### config.mk
export PLATFORM = sky130hd
export DESIGN_NAME = code_signal_gen_flat
export DESIGN_NICKNAME = d
export VERILOG_FILES = /design/src/rtl/code_signal_gen_pkg.sv /design/src/rtl/code_signal_gen_if.sv /design/src/rtl/code_signal_gen_timer.sv /design/src/rtl/code_signal_gen.sv /design/src/flat_wrapper.sv
export SDC_FILE = /design/constraint.sdc
export NUM_CORES = 1
export LEC_CHECK = 0
export BUFFER_PORTS_ARGS = -buffer_cell sky130_fd_sc_hd__buf_2
export CAP_MARGIN = 30
export CELL_PAD_IN_SITES_DETAIL_PLACEMENT = 1
export CELL_PAD_IN_SITES_GLOBAL_PLACEMENT = 1
export CORE_ASPECT_RATIO = 0.8
export CORE_UTILIZATION = 50
export CTS_BUF_LIST = sky130_fd_sc_hd__clkbuf_4
export DETAILED_ROUTE_END_ITERATION = 7
export PLACE_DENSITY = 0.95
export SLEW_MARGIN = 20
export SYNTH_ARGS = -nofsm -noshare
export SYNTH_HDL_FRONTEND = slang
export SYNTH_SLANG_ARGS = --single-unit
### constraint.sdc
create_clock -name i_clk -period 14.7 [get_ports i_clk]
set_input_delay 1.47 -clock i_clk [delete_from_list [all_inputs] [get_ports i_clk]]
set_output_delay 1.47 -clock i_clk [all_outputs]
set_load 0.05 [all_outputs]
### src/rtl/code_signal_gen_pkg.sv
// ---------------------------------------------------------------------------
// code_signal_gen_pkg
//   Shared rotate-subsystem definitions for the code-disc emulator:
//   - state_e       : FSM state encoding (IDLE / RUN / STOP_PEND)
//   - PITCH_MIN     : smallest slot pitch (in clocks) the emulator will run
//   - def_pitch()   : default slot pitch derived from the clock period,
//                     motor speed and slots per revolution
// ---------------------------------------------------------------------------
package code_signal_gen_pkg;

    typedef enum logic [1:0] {
        ST_IDLE      = 2'd0,
        ST_RUN       = 2'd1,
        ST_STOP_PEND = 2'd2
    } state_e;

    // Below four clocks the high and low phases of a slot collapse to one
    // or zero clocks, which the receive chain cannot resolve.
    localparam int PITCH_MIN = 4;

    // Clocks per slot at the nominal motor speed:
    // ns per second / ns per clock / revolutions per second / slots per rev.
    function automatic int def_pitch(input int sec2ns_refval,
                                     input int clk_period_ns,
                                     input int motor_freq,
                                     input int tooth_num);
        return sec2ns_refval / clk_period_ns / motor_freq / tooth_num;
    endfunction

endpackage

### src/rtl/code_signal_gen_if.sv
// ---------------------------------------------------------------------------
// code_signal_gen_if
//   Control and output bundle of the code-disc emulator.
//   Ports of the bundle:
//     i_en           run request, level-sensitive
//     i_pitch_clks   slot pitch in clocks (0 selects the default pitch)
//     o_code_sigout  emulated code-disc signal
//     o_tooth_idx    current slot index
//     o_rev_start    one-cycle pulse at the start of slot 0
//     o_busy         high while a revolution is being generated
//   Modports:
//     master : the side that requests runs and observes the code signal
//     slave  : the emulator itself
// ---------------------------------------------------------------------------
interface code_signal_gen_if #(
    parameter int PITCH_W = 20
);

    logic               i_en;
    logic [PITCH_W-1:0] i_pitch_clks;
    logic               o_code_sigout;
    logic [6:0]         o_tooth_idx;
    logic               o_rev_start;
    logic               o_busy;

    modport master (
        output i_en,
        output i_pitch_clks,
        input  o_code_sigout,
        input  o_tooth_idx,
        input  o_rev_start,
        input  o_busy
    );

    modport slave (
        input  i_en,
        input  i_pitch_clks,
        output o_code_sigout,
        output o_tooth_idx,
        output o_rev_start,
        output o_busy
    );

endinterface

### src/rtl/code_signal_gen_timer.sv
// ---------------------------------------------------------------------------
// code_pitch_timer
//   Slot pitch counter of the code-disc emulator. Holds the latched pitch P
//   and the in-slot counter cnt (0..P-1).
//   Ports:
//     i_clk         system clock
//     i_rst         synchronous active-high reset (cnt = 0, P = DEF_PITCH)
//     i_load        latch P from i_pitch_clks (clamped) and restart cnt at 0
//     i_count       advance cnt, wrapping to 0 after P-1
//     i_pitch_clks  requested pitch in clocks
//     o_wrap        cnt is at P-1 (the next counted edge ends the slot)
//     o_high_nxt    the high-phase compare evaluated on the values cnt and P
//                   will hold after the next edge, so the owner can register
//                   the code signal in step with cnt
// ---------------------------------------------------------------------------
module code_pitch_timer
    import code_signal_gen_pkg::*;
#(
    parameter int PITCH_W   = 20,
    parameter int DEF_PITCH = 1000
) (
    input  logic               i_clk,
    input  logic               i_rst,
    input  logic               i_load,
    input  logic               i_count,
    input  logic [PITCH_W-1:0] i_pitch_clks,
    output logic               o_wrap,
    output logic               o_high_nxt
);

    localparam logic [PITCH_W-1:0] DEF_P  = PITCH_W'(DEF_PITCH);
    localparam logic [PITCH_W-1:0] MIN_P  = PITCH_W'(PITCH_MIN);
    localparam logic [PITCH_W-1:0] ZERO_P = {PITCH_W{1'b0}};
    localparam logic [PITCH_W-1:0] ONE_P  = {{(PITCH_W-1){1'b0}}, 1'b1};

    // Pitch latch rule: 0 picks the default, short pitches are raised to
    // the minimum, anything else is used as given.
    function automatic logic [PITCH_W-1:0] clamp_pitch(input logic [PITCH_W-1:0] v);
        logic [PITCH_W-1:0] r;
        if (v == ZERO_P) begin
            r = DEF_P;
        end else if (v < MIN_P) begin
            r = MIN_P;
        end else begin
            r = v;
        end
        return r;
    endfunction

    logic [PITCH_W-1:0] cnt_r;
    logic [PITCH_W-1:0] p_r;
    logic [PITCH_W-1:0] cnt_nxt_s;
    logic [PITCH_W-1:0] p_nxt_s;

    // P never drops below PITCH_MIN, so P-1 cannot underflow, and cnt never
    // needs to reach P itself, so the compare is safe at the full width.
    assign o_wrap = (cnt_r == (p_r - ONE_P));

    // Next counter and pitch values: load wins over count, otherwise hold.
    always_comb begin
        cnt_nxt_s = cnt_r;
        p_nxt_s   = p_r;
        if (i_load) begin
            cnt_nxt_s = ZERO_P;
            p_nxt_s   = clamp_pitch(i_pitch_clks);
        end else if (i_count) begin
            cnt_nxt_s = o_wrap ? ZERO_P : (cnt_r + ONE_P);
            p_nxt_s   = p_r;
        end else begin
            cnt_nxt_s = cnt_r;
            p_nxt_s   = p_r;
        end
    end

    // High phase is the first floor(P/2) clocks of the slot; for odd P the
    // extra clock goes to the low phase.
    assign o_high_nxt = (cnt_nxt_s < (p_nxt_s >> 1));

    // Counter and latched pitch registers.
    always_ff @(posedge i_clk) begin
        if (i_rst) begin
            cnt_r <= ZERO_P;
            p_r   <= DEF_P;
        end else begin
            cnt_r <= cnt_nxt_s;
            p_r   <= p_nxt_s;
        end
    end

endmodule

### src/rtl/code_signal_gen.sv
// ---------------------------------------------------------------------------
// code_signal_gen
//   Transmit-side emulator of the optical code disc. Produces TOOTH_NUM
//   equal-pitch slots per revolution on a single code line; slot 0 is the
//   missing tooth and stays low, forming the zero mark for the receiver.
//   Ports:
//     i_clk   system clock
//     i_rst   synchronous active-high reset, forces all outputs low
//     bus     code_signal_gen_if.slave:
//               i_en, i_pitch_clks in; o_code_sigout, o_tooth_idx,
//               o_rev_start, o_busy out (all outputs registered)
//   Run control: i_en high starts a revolution train; i_en low lets the
//   current revolution finish before returning to IDLE. The pitch is only
//   re-latched at revolution boundaries so every revolution is uniform.
// ---------------------------------------------------------------------------
module code_signal_gen
    import code_signal_gen_pkg::*;
#(
    parameter int SEC2NS_REFVAL = 1000_000_000,
    parameter int CLK_PERIOD_NS = 10,
    parameter int MOTOR_FREQ    = 100,
    parameter int TOOTH_NUM     = 100,
    parameter int PITCH_W       = 20,
    parameter int PITCH_MIN_CLK = PITCH_MIN
) (
    input  logic               i_clk,
    input  logic               i_rst,
    code_signal_gen_if.slave   bus
);

    localparam int         DEF_PITCH = def_pitch(SEC2NS_REFVAL, CLK_PERIOD_NS,
                                                 MOTOR_FREQ, TOOTH_NUM);
    localparam logic [6:0] LAST_IDX  = 7'(TOOTH_NUM - 1);
    localparam logic [6:0] ZERO_IDX  = 7'd0;
    localparam logic [6:0] ONE_IDX   = 7'd1;

    state_e     state_r;
    state_e     state_nxt_s;

    logic [6:0] idx_r;
    logic       code_r;
    logic       rev_start_r;
    logic       busy_r;

    logic [6:0] idx_nxt_s;
    logic       code_nxt_s;
    logic       rev_start_nxt_s;
    logic       busy_nxt_s;

    logic       active_s;
    logic       rev_end_s;
    logic       start_s;
    logic       rewrap_s;
    logic       load_s;
    logic       count_s;
    logic       wrap_s;
    logic       high_nxt_s;

    code_pitch_timer #(
        .PITCH_W   (PITCH_W),
        .DEF_PITCH (DEF_PITCH)
    ) u_timer (
        .i_clk        (i_clk),
        .i_rst        (i_rst),
        .i_load       (load_s),
        .i_count      (count_s),
        .i_pitch_clks (bus.i_pitch_clks),
        .o_wrap       (wrap_s),
        .o_high_nxt   (high_nxt_s)
    );

    assign active_s  = (state_r == ST_RUN) || (state_r == ST_STOP_PEND);
    // Last clock of the last slot: the next counted edge starts slot 0.
    assign rev_end_s = wrap_s && (idx_r == LAST_IDX);

    // FSM state register.
    always_ff @(posedge i_clk) begin
        if (i_rst) begin
            state_r <= ST_IDLE;
        end else begin
            state_r <= state_nxt_s;
        end
    end

    // FSM next-state: a stop request only takes effect at the revolution
    // boundary, and i_en returning in time cancels it.
    always_comb begin
        state_nxt_s = state_r;
        case (state_r)
            ST_IDLE: begin
                state_nxt_s = bus.i_en ? ST_RUN : ST_IDLE;
            end
            ST_RUN: begin
                state_nxt_s = bus.i_en ? ST_RUN : ST_STOP_PEND;
            end
            ST_STOP_PEND: begin
                if (bus.i_en) begin
                    state_nxt_s = ST_RUN;
                end else if (rev_end_s) begin
                    state_nxt_s = ST_IDLE;
                end else begin
                    state_nxt_s = ST_STOP_PEND;
                end
            end
            default: begin
                state_nxt_s = ST_IDLE;
            end
        endcase
    end

    // Timer control. A new revolution (from IDLE, or a boundary that does
    // not end in IDLE) re-latches P; the counter runs whenever active,
    // including the final edge that returns to IDLE so cnt lands on 0.
    always_comb begin
        start_s  = (state_r == ST_IDLE) && bus.i_en;
        rewrap_s = active_s && rev_end_s && (state_nxt_s != ST_IDLE);
        load_s   = start_s || rewrap_s;
        count_s  = active_s;
    end

    // FSM outputs: next values of the registered outputs, computed from
    // the same next cnt/P/idx so the code line stays aligned with them.
    always_comb begin
        idx_nxt_s       = idx_r;
        rev_start_nxt_s = start_s || rewrap_s;
        busy_nxt_s      = (state_nxt_s != ST_IDLE);
        if (!active_s) begin
            idx_nxt_s = ZERO_IDX;
        end else if (wrap_s) begin
            idx_nxt_s = rev_end_s ? ZERO_IDX : (idx_r + ONE_IDX);
        end else begin
            idx_nxt_s = idx_r;
        end
        // Slot 0 is the missing tooth and never goes high.
        code_nxt_s = busy_nxt_s && (idx_nxt_s != ZERO_IDX) && high_nxt_s;
    end

    // Output registers.
    always_ff @(posedge i_clk) begin
        if (i_rst) begin
            idx_r       <= ZERO_IDX;
            code_r      <= 1'b0;
            rev_start_r <= 1'b0;
            busy_r      <= 1'b0;
        end else begin
            idx_r       <= idx_nxt_s;
            code_r      <= code_nxt_s;
            rev_start_r <= rev_start_nxt_s;
            busy_r      <= busy_nxt_s;
        end
    end

    assign bus.o_code_sigout = code_r;
    assign bus.o_tooth_idx   = idx_r;
    assign bus.o_rev_start   = rev_start_r;
    assign bus.o_busy        = busy_r;

    // The minimum pitch is fixed by the package; this parameter only exists
    // so integrators can see it at the instance.
    logic unused_min_s;
    assign unused_min_s = (PITCH_MIN_CLK == PITCH_MIN) ? 1'b0 : 1'b1;

endmodule

### src/flat_wrapper.sv
// flat-port wrapper written by rule: the top's interface ports become plain ports
module code_signal_gen_flat import code_signal_gen_pkg::*;
#(
    parameter int SEC2NS_REFVAL = 1000_000_000,
    parameter int CLK_PERIOD_NS = 10,
    parameter int MOTOR_FREQ    = 100,
    parameter int TOOTH_NUM     = 100,
    parameter int PITCH_W       = 20,
    parameter int PITCH_MIN_CLK = PITCH_MIN
)
  (i_clk, i_rst, bus_i_en, bus_i_pitch_clks, bus_o_code_sigout, bus_o_tooth_idx, bus_o_rev_start, bus_o_busy);
  code_signal_gen_if #(.PITCH_W(PITCH_W)) bus_i ();
  input  logic i_clk;
  input  logic i_rst;
  input wire logic [$bits(bus_i.i_en)-1:0] bus_i_en;
  input wire logic [$bits(bus_i.i_pitch_clks)-1:0] bus_i_pitch_clks;
  output wire logic [$bits(bus_i.o_code_sigout)-1:0] bus_o_code_sigout;
  output wire logic [$bits(bus_i.o_tooth_idx)-1:0] bus_o_tooth_idx;
  output wire logic [$bits(bus_i.o_rev_start)-1:0] bus_o_rev_start;
  output wire logic [$bits(bus_i.o_busy)-1:0] bus_o_busy;
  assign bus_i.i_en = bus_i_en;
  assign bus_i.i_pitch_clks = bus_i_pitch_clks;
  assign bus_o_code_sigout = bus_i.o_code_sigout;
  assign bus_o_tooth_idx = bus_i.o_tooth_idx;
  assign bus_o_rev_start = bus_i.o_rev_start;
  assign bus_o_busy = bus_i.o_busy;
  code_signal_gen #(.SEC2NS_REFVAL(SEC2NS_REFVAL), .CLK_PERIOD_NS(CLK_PERIOD_NS), .MOTOR_FREQ(MOTOR_FREQ), .TOOTH_NUM(TOOTH_NUM), .PITCH_W(PITCH_W), .PITCH_MIN_CLK(PITCH_MIN_CLK)) u_core (.i_clk(i_clk), .i_rst(i_rst), .bus(bus_i));
endmodule
==> metrics.md, run 1 <==
| Metric | Value |
|---|---|
| Top-Level Pins | 33 |
| Antenna violations before repair | 0 |
| Number of clock sinks | 52 |
| Critical Path, Cell by Cell | inv_1, ha_1, nor3b_1, clkbuf_2, nor3b_1, a32o_1, o22ai_1, or4_4, o41ai_2, or2_1, buf_4, mux2i_1, ha_1, a21oi_1, nor2b_1, o21ai_0, nand2b_1, a211oi_1, o311a_1, o2111a_1, o211ai_1, a211oi_1 |
| Clock Latency Late Sink | around 400 ps |
| Overall routed net length | ~11,000 µm |
| TritonCTS clock tree | yes |
| Number of hold violations in the final report | 0 |
| Clock buffers created by TritonCTS | 5 |
| Routed length per instance | 19.3 µm |
| Class of the worst hold path | flip-flop to flip-flop |
| Deepest level of the CTS H-tree | 2 |
| Number of global-route vias before repair | about 3,600 |
| Sum of net half-perimeters after detailed placement | 9050 µm |
| P_leak | about 1.6 nW |
| Post-CTS Hold Buffers | 0 |
| Die span in y | 80.0 µm |
| Count of input and output buffers | 32 |
| Largest net degree at the start of global routing | 45 |
| Via count | 3,682 |
| Final #Nets | 538 |
| Cells after synthesis | roughly 470 |
| Mean Syn Cell Area | between 8 and 9 µm² |
| Sequential standard cell area | around 1000 µm² |
| Detailed-route vias per instance | a little over 6 |
| Max-capacitance violation count | 0 |
| Setup skew after layout | about 17 ps |
| Count of nets left with antenna violations after detail routing | 0 |
| Yosys warnings | 0 |
| Global routing met2 resource utilization | between 40% and 50% |
| RSZ-0062 raised after global routing | no |
| Setup TNS after final layout | 0 ps |
| Multi-input combinational cell area | 2580 µm² |
| Total power divided by cell area | between 70 and 80 nW/µm² |
| Pin slew with the least headroom to its limit | ~840 ps |
| Layout area overhead | 6.42% |
| Worst VDD drop | ~0.043 mV |
| Worst setup path startpoint | u_core.u_timer.p_r[0]$_SDFFE_PP0N_ |
| Initial drt markers | 255 |
| Proportion of synthesized chip area in sequential cells | a little over a quarter |
| Share of async-settable or async-resettable flops after synthesis | 0% |
| Maximum achievable frequency | roughly 180 MHz |
| Global-route wire length before repair | approximately 18,000 µm |
| Number of storage elements in the synthesis netlist | 52 |
| Detailed-routing iteration count for the pre-antenna-repair pass | 4 |
| Launch instance of the worst register-to-register path | u_core.u_timer.p_r[0]$_SDFFE_PP0N_ |
| Routability Congestion | 0.913 |
| Top fanout value on the critical path | 21 |
| Net count after synthesis | about 520 |
| Data arrival time of the worst path | 5910 ps |
| Count of flip-flops with a built-in enable after synthesis | 0 |
| Max incr delay on CP | between 600 and 700 ps |
| Antenna cells | 0 |
| Met3 demand-to-capacity share in global routing | under 10% |
| Filler Cell Count | a little over 900 |
| Post-route minimum period | roughly 5600 ps |
| Worst endpoint required time | between 15,000 and 20,000 ps |
| Final period utilization | approximately 38% |
| All-Layer GR Usage | 29.5% |
| Resize count post-CTS | 0 |
| Master of the slowest instance on the critical path | sky130_fd_sc_hd__or4_4 |
| Die area | 7950 µm² |
| Worst Path Class, Setup | flip-flop to flip-flop |
| Synthesized cell area | about 3800 µm² |
| Setup-failing EPs final | 0 |
| Number of different library cells in the post-synthesis netlist | around 60 |
| Share of the core filled with cells | 54.7% |
| Highest-utilization routing layer at the global route stage | met2 |
| Die W | 99.5 µm |
| Clock-pin slew reported for the worst setup and hold paths after clock tree synthesis | 180 ps |
| Kind of end point of the critical path | flip-flop |
| Max transition margin | 43.5% |
| Detailed-route DRC error count | 0 |
| Effective utilization at floorplan | between 50% and 60% |
| Result of the run | complete, no violations |
| Dominant synthesized flop cell | sky130_fd_sc_hd__dfxtp_1 |
| Post-Layout Cell Count | approximately 600 |
| Clock Tree Buf Depth | 2 |
| Share of cells above drive strength 1 | between 10% and 20% |
| Overflow after GRT | 0 |
| Crit path launch type | flip-flop |
| Floorplan core area | 7390 µm² |
| GR Layer Usage met1 | 40.9% |
| Startpoint of the worst hold path | u_core.bus.o_tooth_idx[6]$_SDFF_PP0_ |
| Max-slew violations | 0 |
| Setup bufs post-CTS | 0 |
| CTS Root Buffer Type | sky130_fd_sc_hd__clkbuf_4 |
| Setup slack of the worst register-to-register path | 9120 ps |
| Placed cells | 587 |
| Core Rows | 28 |
-- kinds of logic (layout without fill, tap and decap cells) --
logic type      Yosys count  count (layout)  share of synthesized area, %
fa+ha+maj                25              25                          8.23
mux                      25              25                          6.68
xor+xnor                 41              41                          9.45
buf+inv                  35              53                          4.68
simple gates            230             230                          31.5
compound gates           65              65                          12.1
flops                    52              52                          27.4
-- final timing paths --
check / end / cells past startpoint
setup / recovery: u_core.bus.o_code_sigout$_SDFF_PP0_ / 22
hold / removal: u_core.bus.o_tooth_idx[6]$_SDFF_PP0_ / 2
setup reg to reg: u_core.bus.o_code_sigout$_SDFF_PP0_ / 22
hold reg to reg: u_core.bus.o_tooth_idx[6]$_SDFF_PP0_ / 2
-- routing by layer --
metal  vias to the layer above  wire (µm)
li1                       1740          -
met1                      1798       5320
met2                       129       5200
met3                        15        791
met4                         0        162
met5                         -          0
-- power by group --
part / internal, mW / leakage, nW / switching (mW)
clock: 0.0202 / 0.0333 / 0.0542
sequential: 0.146 / 0.423 / 0.00803
combinational: 0.0239 / 1.12 / 0.0385
total: 0.190 / 1.58 / 0.101
-- cells in the mapped netlist (all sizes together), types with 6 or more instances --
cell type	count	area [µm²]
a21oi	17	85.1
buf	8	76.3
clkbuf	18	67.6
dfxtp	52	1040
ha	25	313
inv	9	33.8
mux2i	22	220
nand2	31	116
nand2b	11	68.8
nand3	15	75.1
nand4	16	100
nor2	60	225
nor2b	8	50.1
nor3	34	170
nor3b	6	45.0
nor4	12	81.3
o21ai	14	70.1
or2	7	43.8
or3	10	62.6
or4	8	67.6
xnor2	23	201
xor2	18	158
-- through the flow --
stage / instance area [µm²] / power, mW / hold slack [ps] / setup WS, ps
6_report: 4040 / 0.291 / 581 / 9120
4_1_cts: 4040 / 0.290 / 569 / 8860
3_5_place_dp: 3970 / 0.218 / 549 / 8950
3_3_place_gp: 3970 / 0.214 / 527 / 9350
2_1_floorplan: 3800 / 0.199 / 506 / 9810
5_1_grt: 4040 / 0.301 / 614 / 8830
-- registers in the layout, indices dropped and copies added (netlist names) --
name and cells:
u_core.bus.o_busy 1, u_core.bus.o_rev_start 1, u_core.u_timer.p_r 20, u_core.bus.o_code_sigout 1
u_core.u_timer.cnt_r 20, u_core.bus.o_tooth_idx 7, u_core.state_r 2
-- worst max-delay path: cells and delay by family (launching register included) --
| kind | cells | cell delay, ps |
|---|---|---|
| AO/OA/AOI/OAI | 10 | 1950 |
| AND/OR/NAND/NOR | 6 | 1710 |
| buffers and inverters | 3 | 690 |
| adder cells (fa/ha/maj) | 2 | 470 |
| flip-flops | 1 | 400 |
| multiplexers | 1 | 290 |
-- area by class of cell --
class,instances,share of cell area (%)
flip-flops and latches,52,25.7
clock inverters,3,0.681
well taps,105,3.25
inverters,9,0.835
clock buffers,5,0.928
multi-input cells,386,63.9
repair buffers,36,4.64
-- cells in the final DEF (no fill, tap or decap), types with 2 or more instances in the layout --
cell                        instances
sky130_fd_sc_hd__buf_4              3
sky130_fd_sc_hd__ha_1              25
sky130_fd_sc_hd__a21oi_1           17
sky130_fd_sc_hd__xnor2_1           23
sky130_fd_sc_hd__or4_4              2
sky130_fd_sc_hd__mux2_2             3
sky130_fd_sc_hd__o22ai_1            3
sky130_fd_sc_hd__nor4b_1            2
sky130_fd_sc_hd__or4_1              6
sky130_fd_sc_hd__a211oi_1           3
sky130_fd_sc_hd__o21a_1             2
sky130_fd_sc_hd__buf_2             32
sky130_fd_sc_hd__nand3_1           15
sky130_fd_sc_hd__or2_2              6
sky130_fd_sc_hd__o21ai_0           13
sky130_fd_sc_hd__dfxtp_1           52
sky130_fd_sc_hd__nor3b_1            6
sky130_fd_sc_hd__nor4_1            11
sky130_fd_sc_hd__nor2_1            60
sky130_fd_sc_hd__mux2i_1           22
sky130_fd_sc_hd__a21o_1             3
sky130_fd_sc_hd__nand4_1           16
sky130_fd_sc_hd__nor2b_1            8
sky130_fd_sc_hd__inv_1              9
sky130_fd_sc_hd__and3b_1            2
sky130_fd_sc_hd__clkbuf_4           5
sky130_fd_sc_hd__o211ai_1           3
sky130_fd_sc_hd__xor2_1            18
sky130_fd_sc_hd__a2111oi_2          2
sky130_fd_sc_hd__nand2_1           31
sky130_fd_sc_hd__and3_1             5
sky130_fd_sc_hd__nor3_1            34
sky130_fd_sc_hd__nand2b_1          11
sky130_fd_sc_hd__o211a_1            2
sky130_fd_sc_hd__or3_1             10
(Power assumes the default switching activity.)
==> run 2, diff against run 1 <==
--- a/config.mk
+++ b/config.mk
@@ -10,10 +10,10 @@
 export CELL_PAD_IN_SITES_DETAIL_PLACEMENT = 1
 export CELL_PAD_IN_SITES_GLOBAL_PLACEMENT = 1
 export CORE_ASPECT_RATIO = 0.8
-export CORE_UTILIZATION = 50
+export CORE_UTILIZATION = 42
 export CTS_BUF_LIST = sky130_fd_sc_hd__clkbuf_4
 export DETAILED_ROUTE_END_ITERATION = 7
-export PLACE_DENSITY = 0.95
+export PLACE_DENSITY = 0.87
 export SLEW_MARGIN = 20
 export SYNTH_ARGS = -nofsm -noshare
 export SYNTH_HDL_FRONTEND = slang
==> constraint.sdc (replaced) <==
create_clock -name i_clk -period 4.5 [get_ports i_clk]
set_input_delay 0.45 -clock i_clk [delete_from_list [all_inputs] [get_ports i_clk]]
set_output_delay 0.45 -clock i_clk [all_outputs]
set_load 0.05 [all_outputs]
==> run 2 against run 1 <==
Against the previous run: sequential power rose to 3.2 times the previous value; fmax rose by 13%; the run now ends with negative setup slack left; clock skew fell by 3.9 ps; register-to-register slack got worse by 9500 ps; total power rose to 3.8 times the previous value; largest power group unchanged; combinational power rose to 5.3 times the previous value; global-route usage rose by 2.9 points.
==> metrics.md, run 2 (synthesis gave the netlist of run 1 again) <==
| Metric | Value |
|---|---|
| Result of the run | finished with violations (was complete, no violations) |
| Failing checks | negative setup slack |
| Hold worst-path end | u_core.u_timer.p_r[11]$_SDFF_PP0_ (was u_core.bus.o_tooth_idx[6]$_SDFF_PP0_) |
| Pin slew with the least headroom to its limit | 887 ps (was 841 ps) |
| Via count | 4,089 (was 3,682) |
| Share of the core filled with cells | 55.5% (was 54.7%) |
| Number of clock sinks | 52 (unchanged) |
| Worst VDD drop | 0.118 mV (was 0.0433 mV) |
| Detailed-routing iteration count for the pre-antenna-repair pass | 4 (unchanged) |
| Core Rows | 30 (was 28) |
| Routed length per instance | 22.3 µm (was 19.3 µm) |
| Total power divided by cell area | 229 nW/µm² (was 71.8 nW/µm²) |
| Post-CTS Hold Buffers | 0 (unchanged) |
| TritonCTS clock tree | yes (unchanged) |
| Antenna violations before repair | 0 (unchanged) |
| Startpoint of the worst hold path | bus_i_pitch_clks[11] (was u_core.bus.o_tooth_idx[6]$_SDFF_PP0_) |
| Global-route wire length before repair | 22,700 µm (was 18,100 µm) |
| Detailed-route DRC error count | 0 (unchanged) |
| Maximum achievable frequency | 204 MHz (was 179 MHz) |
| Crit path launch type | flip-flop (unchanged) |
| Clock buffers created by TritonCTS | 5 (unchanged) |
| Max transition margin | 40.9% (was 43.5%) |
| Number of global-route vias before repair | 4,296 (was 3,581) |
| Initial drt markers | 308 (was 255) |
| Post-route minimum period | 4910 ps (was 5580 ps) |
| Share of cells above drive strength 1 | 27.2% (was 12.4%) |
| Setup TNS after final layout | -414 ps (was 0 ps) |
| Detailed-route vias per instance | 6.13 (was 6.18) |
| Number of hold violations in the final report | 0 (unchanged) |
| Clock-pin slew reported for the worst setup and hold paths after clock tree synthesis | 170 ps (was 180 ps) |
| P_leak | 1.95 nW (was 1.58 nW) |
| Overflow after GRT | 0 (unchanged) |
| Launch instance of the worst register-to-register path | u_core.u_timer.p_r[12]$_SDFF_PP0_ (was u_core.u_timer.p_r[0]$_SDFFE_PP0N_) |
| Leading cell types in the layout, fill and taps excluded | sky130_fd_sc_hd__buf_4, sky130_fd_sc_hd__nor2_1, sky130_fd_sc_hd__dfxtp_1 (was sky130_fd_sc_hd__nor2_1, sky130_fd_sc_hd__dfxtp_1, sky130_fd_sc_hd__nor3_1) |
| Effective utilization at floorplan | 44.0% (was 51.4%) |
| Setup-failing EPs final | 1 (was 0) |
| Top fanout value on the critical path | 7 (was 21) |
| Sum of net half-perimeters after detailed placement | 11,200 µm (was 9050 µm) |
| Number of stages on the worst hold path | 3 (was 2) |
| Count of nets left with antenna violations after detail routing | 0 (unchanged) |
| Class of the worst hold path | input pin to flip-flop (was flip-flop to flip-flop) |
| Final #Nets | 602 (was 538) |
| Worst endpoint required time | 4800 ps (was 15,040 ps) |
| Max-slew violations | 0 (unchanged) |
| Die W | 108 µm (was 99.5 µm) |
| Clock Tree Buf Depth | 2 (unchanged) |
| Count of input and output buffers | 32 (unchanged) |
| RSZ-0062 raised after global routing | yes (was no) |
| Die span in y | 87.1 µm (was 80.0 µm) |
| Setup skew after layout | 13.3 ps (was 17.2 ps) |
| Floorplan core area | 8630 µm² (was 7390 µm²) |
| Capture instance of the worst register-to-register path | u_core.bus.o_code_sigout$_SDFF_PP0_ (unchanged) |
| Largest net degree at the start of global routing | 45 (unchanged) |
| Routability Congestion | 0.972 (was 0.913) |
| Antenna cells | 0 (unchanged) |
| Final period utilization | 109% (was 37.9%) |
| All-Layer GR Usage | 32.4% (was 29.5%) |
| Deepest level of the CTS H-tree | 2 (unchanged) |
| Kind of end point of the critical path | flip-flop (unchanged) |
| Most frequent standard cell in the layout excluding fill and tap cells | sky130_fd_sc_hd__buf_4 (was sky130_fd_sc_hd__nor2_1) |
| CTS Root Buffer Type | sky130_fd_sc_hd__clkbuf_4 (unchanged) |
| Worst Reg2Reg Path Length in Cells | 17 (was 22) |
| Overall routed net length | 14,900 µm (was 11,500 µm) |
| Layout area overhead | 26.1% (was 6.42%) |
| Clock Latency Late Sink | 420 ps (was 400 ps) |
| Data arrival time of the worst path | 5210 ps (was 5910 ps) |
| Setup slack of the worst register-to-register path | -410 ps (was 9120 ps) |
| Worst Setup Slack, final | -414 ps (was 9120 ps) |
| Die area | 9430 µm² (was 7950 µm²) |
| Top-Level Pins | 33 (unchanged) |
| Worst Path Class, Setup | flip-flop to flip-flop (unchanged) |
| Max-capacitance violation count | 0 (unchanged) |
## run 2: layout make-up
type / count / area, µm²
Timing Repair Buffer: 100 / 711
Fill cell: 1064 / 3840
Tap cell: 112 / 140
Multi-Input combinational cell: 386 / 2790
Inverter: 9 / 33.8
Sequential cell: 52 / 1040
Clock inverter: 3 / 37.5
Clock buffer: 5 / 37.5
## run 2: how the worst max path moves through the flow
stage / from / end / slack [ps] / depth (start not counted)
final: u_core.u_timer.p_r[12]$_SDFF_PP0_ / u_core.bus.o_code_sigout$_SDFF_PP0_ / -410 / 17
after global routing: u_core.u_timer.p_r[12]$_SDFF_PP0_ / u_core.bus.o_code_sigout$_SDFF_PP0_ / -580 / 19
after CTS: u_core.u_timer.p_r[4]$_SDFF_PP1_ / u_core.bus.o_code_sigout$_SDFF_PP0_ / -310 / 19
after detailed placement: u_core.u_timer.p_r[0]$_SDFFE_PP0N_ / u_core.bus.o_code_sigout$_SDFF_PP0_ / -510 / 20
after global placement: u_core.u_timer.p_r[4]$_SDFF_PP1_ / u_core.bus.o_code_sigout$_SDFF_PP0_ / -190 / 20
after floorplan: u_core.u_timer.p_r[4]$_SDFF_PP1_ / u_core.bus.o_code_sigout$_SDFF_PP0_ / -120 / 21
## run 2: worst max-delay path, cell delays in order (launching register included)
cell,delay (ps)
sky130_fd_sc_hd__dfxtp_2,370
sky130_fd_sc_hd__or4_4,580
sky130_fd_sc_hd__or3_4,420
sky130_fd_sc_hd__a2111oi_4,330
sky130_fd_sc_hd__o2111ai_2,150
sky130_fd_sc_hd__or4_4,610
sky130_fd_sc_hd__o41ai_4,240
sky130_fd_sc_hd__or2_4,210
sky130_fd_sc_hd__buf_6,120
sky130_fd_sc_hd__buf_8,140
sky130_fd_sc_hd__mux2i_2,290
sky130_fd_sc_hd__ha_1,210
sky130_fd_sc_hd__nand4_1,150
sky130_fd_sc_hd__nor2_2,210
sky130_fd_sc_hd__nand3_1,110
sky130_fd_sc_hd__or3_1,410
sky130_fd_sc_hd__nor2_1,160
sky130_fd_sc_hd__a211oi_1,90
## run 2: what timing repair did
item / CTS / global route
pin swaps: 1 / 3
resized for setup: 19 / 18
setup endpoints to repair: 1 / 1
buffers inserted: 0 / 2
## run 2: power breakdown
group / leakage (nW) / switching (mW) / internal (mW)
logic: 1.48 / 0.184 / 0.144
clock network: 0.0403 / 0.168 / 0.114
registers: 0.424 / 0.0124 / 0.476
## run 2: routing by layer
| layer | vias up | share of wire (%) | track usage, % |
|---|---|---|---|
| li1 | 1863 | - | - |
| met1 | 1998 | 41 | 37.5 |
| met2 | 158 | 48 | 55.9 |
| met3 | 70 | 5.5 | 6.43 |
| met4 | 0 | 6.2 | 19.0 |
| met5 | - | 0 | 0 |
## run 2: metrics by stage
stage          setup slack [ps]  instances  total power [mW]  hold slack (ps)  instance area [µm²]
6_report                   -414        667              1.10              337                 4790
2_1_floorplan              -123        473             0.654              506                 3840
3_5_place_dp               -506        657             0.783              536                 4510
4_1_cts                    -311        665              1.07              343                 4690
5_1_grt                    -582        667              1.13              351                 4790
3_3_place_gp               -186        657             0.763              528                 4510
==> run 3, diff against run 2 <==
--- a/config.mk
+++ b/config.mk
@@ -12,9 +12,11 @@
 export CORE_ASPECT_RATIO = 0.8
 export CORE_UTILIZATION = 42
 export CTS_BUF_LIST = sky130_fd_sc_hd__clkbuf_4
+export CTS_CLUSTER_SIZE = 16
 export DETAILED_ROUTE_END_ITERATION = 7
+export MAX_ROUTING_LAYER = met4
 export PLACE_DENSITY = 0.87
-export SLEW_MARGIN = 20
+export SLEW_MARGIN = 10
 export SYNTH_ARGS = -nofsm -noshare
 export SYNTH_HDL_FRONTEND = slang
 export SYNTH_SLANG_ARGS = --single-unit
==> run 3 against run 2 <==
Against the previous run: the run still ends with negative setup slack left; worst setup slack got worse by 69 ps; total power fell by 6.5%; clock-buffer cell count rose by 1; flip-flop and latch count did not move; sequential power barely moved; combinational power fell by 7.0%; routed wire length fell by 9.1%; sequential share of layout area rose by 0.44 points; first-iteration DRC count fell by 53%; hold slack improved by 0.75 ps; critical path type unchanged; critical endpoint unchanged; largest cell class unchanged.
==> metrics.md, run 3 (synthesis gave the netlist of run 1 again) <==
| Metric | Value |
|---|---|
| Result of the run | finished with violations (unchanged) |
| Failing checks | negative setup slack (unchanged) |
| Max transition margin | 40.5% (was 40.9%) |
| Placed cells | 659 (was 657) |
| Maximum achievable frequency | 201 MHz (was 204 MHz) |
| Share of the core filled with cells | 54.3% (was 55.5%) |
| Critical Path, Cell by Cell | inv_1, ha_1, nor3b_4, buf_4, nor3b_2, nor4b_1, buf_4, o22ai_2, or4_4, o41ai_2, or2_1, buf_4, buf_12, mux2i_4, ha_1, nor2b_1, o21ai_1, nand2b_1, a211oi_1, o311a_1, o2111a_1, o211ai_1, a211oi_1 (was or4_4, or3_4, a2111oi_4, o2111ai_2, or4_4, o41ai_4, or2_4, buf_6, buf_8, mux2i_2, ha_1, nand4_1, nor2_2, nand3_1, or3_1, nor2_1, a211oi_1) |
| All-Layer GR Usage | 31.2% (was 32.4%) |
| Die span in y | 87.1 µm (unchanged) |
| Clock buffers created by TritonCTS | 5 (unchanged) |
| Overall routed net length | 13,500 µm (was 14,900 µm) |
| Die W | 108 µm (unchanged) |
| Number of stages on the worst hold path | 3 (unchanged) |
| Master of the slowest instance on the critical path | sky130_fd_sc_hd__or4_4 (unchanged) |
| Worst Path Class, Setup | flip-flop to flip-flop (unchanged) |
| Via count | 3,913 (was 4,089) |
| Clock Tree Buf Depth | 2 (unchanged) |
| Detailed-route vias per instance | 5.85 (was 6.13) |
| Clock Latency Late Sink | 400 ps (was 420 ps) |
| Max incr delay on CP | 520 ps (was 610 ps) |
| Most frequent standard cell in the layout excluding fill and tap cells | sky130_fd_sc_hd__buf_4 (unchanged) |
| Die area | 9430 µm² (unchanged) |
| Kind of end point of the critical path | flip-flop (unchanged) |
| Class of the worst hold path | input pin to flip-flop (unchanged) |
| TritonCTS clock tree | yes (unchanged) |
| Max-capacitance violation count | 0 (unchanged) |
| Antenna cells | 0 (unchanged) |
| Overflow after GRT | 0 (unchanged) |
| Post-route minimum period | 4980 ps (was 4910 ps) |
| Finished Cell Area | 4690 µm² (was 4790 µm²) |
| Layout area overhead | 23.5% (was 26.1%) |
| Total power divided by cell area | 219 nW/µm² (was 229 nW/µm²) |
| Number of clock sinks | 52 (unchanged) |
| P_leak | 1.94 nW (was 1.95 nW) |
| Pin slew with the least headroom to its limit | 892 ps (was 887 ps) |
| Cell family contributing the most delay on the critical path | simple AND/OR/NAND/NOR gates (unchanged) |
| Placed cell areas | 4540 µm² (was 4510 µm²) |
| Sum of net half-perimeters after detailed placement | 10,700 µm (was 11,200 µm) |
| Top fanout value on the critical path | 6 (was 7) |
| Worst VDD drop | 0.154 mV (was 0.118 mV) |
| Effective utilization at floorplan | 44.0% (unchanged) |
| Top-Level Pins | 33 (unchanged) |
| Post-Layout Cell Count | 669 (was 667) |
| Global-route wire length before repair | 21,400 µm (was 22,700 µm) |
| Worst Setup Slack, final | -482 ps (was -414 ps) |
| Crit path launch type | flip-flop (unchanged) |
| Setup slack of the worst register-to-register path | -480 ps (was -410 ps) |
| Startpoint of the worst hold path | bus_i_pitch_clks[0] (was bus_i_pitch_clks[11]) |
| Worst Reg2Reg Path Length in Cells | 23 (was 17) |
| Count of nets left with antenna violations after detail routing | 0 (unchanged) |
| Detailed-route DRC error count | 0 (unchanged) |
| Leading cell types in the layout, fill and taps excluded | sky130_fd_sc_hd__buf_4, sky130_fd_sc_hd__nor2_1, sky130_fd_sc_hd__dfxtp_1 (unchanged) |
| Count of input and output buffers | 32 (unchanged) |
| Max-slew violations | 0 (unchanged) |
| Data arrival time of the worst path | 5300 ps (was 5210 ps) |
| Number of hold violations in the final report | 0 (unchanged) |
| Setup TNS after final layout | -482 ps (was -414 ps) |
| Number of global-route vias before repair | 4,047 (was 4,296) |
| Share of cells above drive strength 1 | 25.1% (was 27.2%) |
| Launch instance of the worst register-to-register path | u_core.u_timer.p_r[0]$_SDFFE_PP0N_ (was u_core.u_timer.p_r[12]$_SDFF_PP0_) |
| Setup skew after layout | 20.9 ps (was 13.3 ps) |
| Routability Congestion | 0.937 (was 0.972) |
| Initial drt markers | 145 (was 308) |
| RSZ-0062 raised after global routing | yes (unchanged) |
| Final period utilization | 111% (was 109%) |
| Largest net degree at the start of global routing | 45 (unchanged) |
| Clock-pin slew reported for the worst setup and hold paths after clock tree synthesis | 170 ps (about the same) |
| CP most frequent cell | sky130_fd_sc_hd__buf_4 (was sky130_fd_sc_hd__or4_4) |
| Number of buffers and inverters on the critical path | 5 (was 2) |
| Final #Nets | 604 (was 602) |
| Hold worst-path end | u_core.u_timer.p_r[0]$_SDFFE_PP0N_ (was u_core.u_timer.p_r[11]$_SDFF_PP0_) |
| Setup-failing EPs final | 1 (unchanged) |
| Floorplan core area | 8630 µm² (unchanged) |
| Capture instance of the worst register-to-register path | u_core.bus.o_code_sigout$_SDFF_PP0_ (unchanged) |
| Core Rows | 30 (unchanged) |
| Deepest level of the CTS H-tree | 2 (unchanged) |
| CTS Root Buffer Type | sky130_fd_sc_hd__clkbuf_4 (unchanged) |
| Worst endpoint required time | 4820 ps (was 4800 ps) |
| Antenna violations before repair | 0 (unchanged) |
| Detailed-routing iteration count for the pre-antenna-repair pass | 4 (unchanged) |
| Routed length per instance | 20.2 µm (was 22.3 µm) |
run 3: changes by cell type in the layout (fill, tap and decap cells not counted), sizes merged:
cell / delta
bufinv: -1
buf: +2
clkinvlp: +1
clkinv: -1
clkbuf: +1
run 3: report_power, final:
part	switching, mW	internal (mW)
combinational	0.169	0.136
sequential	0.0114	0.476
clock	0.166	0.0685
total	0.347	0.680
run 3: area by class of cell:
cell class | count | area, µm²
Clock buffer | 6 | 45.0
Clock inverter | 2 | 16.3
Fill cell | 1104 | 3940
Inverter | 9 | 33.8
Multi-Input combinational cell | 386 | 2690
Sequential cell | 52 | 1040
Tap cell | 112 | 140
Timing Repair Buffer | 102 | 723
run 3: through the flow:
step           setup slack, ps  hold slack, ps  power, mW
3_3_place_gp              -153             526      0.762
3_5_place_dp              -478             574      0.778
5_1_grt                   -512             340       1.08
2_1_floorplan             -123             506      0.654
6_report                  -482             338       1.03
4_1_cts                   -336             332       1.03
run 3: worst max path at each step:
stage | from | end | slack (ps) | depth (start not counted)
6_report | u_core.u_timer.p_r[0]$_SDFFE_PP0N_ | u_core.bus.o_code_sigout$_SDFF_PP0_ | -480 | 23
5_1_grt | u_core.u_timer.p_r[0]$_SDFFE_PP0N_ | u_core.bus.o_code_sigout$_SDFF_PP0_ | -510 | 23
4_1_cts | u_core.u_timer.p_r[12]$_SDFF_PP0_ | u_core.bus.o_code_sigout$_SDFF_PP0_ | -340 | 19
3_5_place_dp | u_core.u_timer.p_r[0]$_SDFFE_PP0N_ | u_core.bus.o_code_sigout$_SDFF_PP0_ | -480 | 21
3_3_place_gp | u_core.u_timer.p_r[12]$_SDFF_PP0_ | u_core.bus.o_code_sigout$_SDFF_PP0_ | -150 | 19
2_1_floorplan | u_core.u_timer.p_r[4]$_SDFF_PP1_ | u_core.bus.o_code_sigout$_SDFF_PP0_ | -120 | 21
run 3: timing repair:
action                     in CTS  in global routing
setup endpoints to repair       1                  1
buffers inserted                2                  0
hold endpoints to repair        0                  0
hold buffers                    0                  0
pin swaps                       1                  0
gates resized for setup        11                  2
run 3: worst reg2reg max path, stage by stage, from the launching register on:
cell                       delay (ps)
sky130_fd_sc_hd__dfxtp_1          440
sky130_fd_sc_hd__inv_1             90
sky130_fd_sc_hd__ha_1             220
sky130_fd_sc_hd__nor3b_4          180
sky130_fd_sc_hd__buf_4            150
sky130_fd_sc_hd__nor3b_2          160
sky130_fd_sc_hd__nor4b_1          390
sky130_fd_sc_hd__buf_4            190
sky130_fd_sc_hd__o22ai_2           80
sky130_fd_sc_hd__or4_4            520
sky130_fd_sc_hd__o41ai_2          250
sky130_fd_sc_hd__or2_1            200
sky130_fd_sc_hd__buf_4            160
sky130_fd_sc_hd__buf_12           130
sky130_fd_sc_hd__mux2i_4          250
sky130_fd_sc_hd__ha_1             270
sky130_fd_sc_hd__nor2b_1          130
sky130_fd_sc_hd__o21ai_1          140
sky130_fd_sc_hd__nand2b_1          70
sky130_fd_sc_hd__a211oi_1         220
sky130_fd_sc_hd__o311a_1          210
sky130_fd_sc_hd__o2111a_1         200
sky130_fd_sc_hd__o211ai_1          90
sky130_fd_sc_hd__a211oi_1         170
run 3: per-layer routing:
| layer | share of wire (%) | GRT usage [%] | wire, µm |
|---|---|---|---|
| met1 | 44 | 37.8 | 5930 |
| met2 | 48 | 51.5 | 6560 |
| met4 | 3.1 | 12.3 | 422 |
| met5 | 0 | - | 0 |
| met3 | 4.5 | 5.31 | 613 |
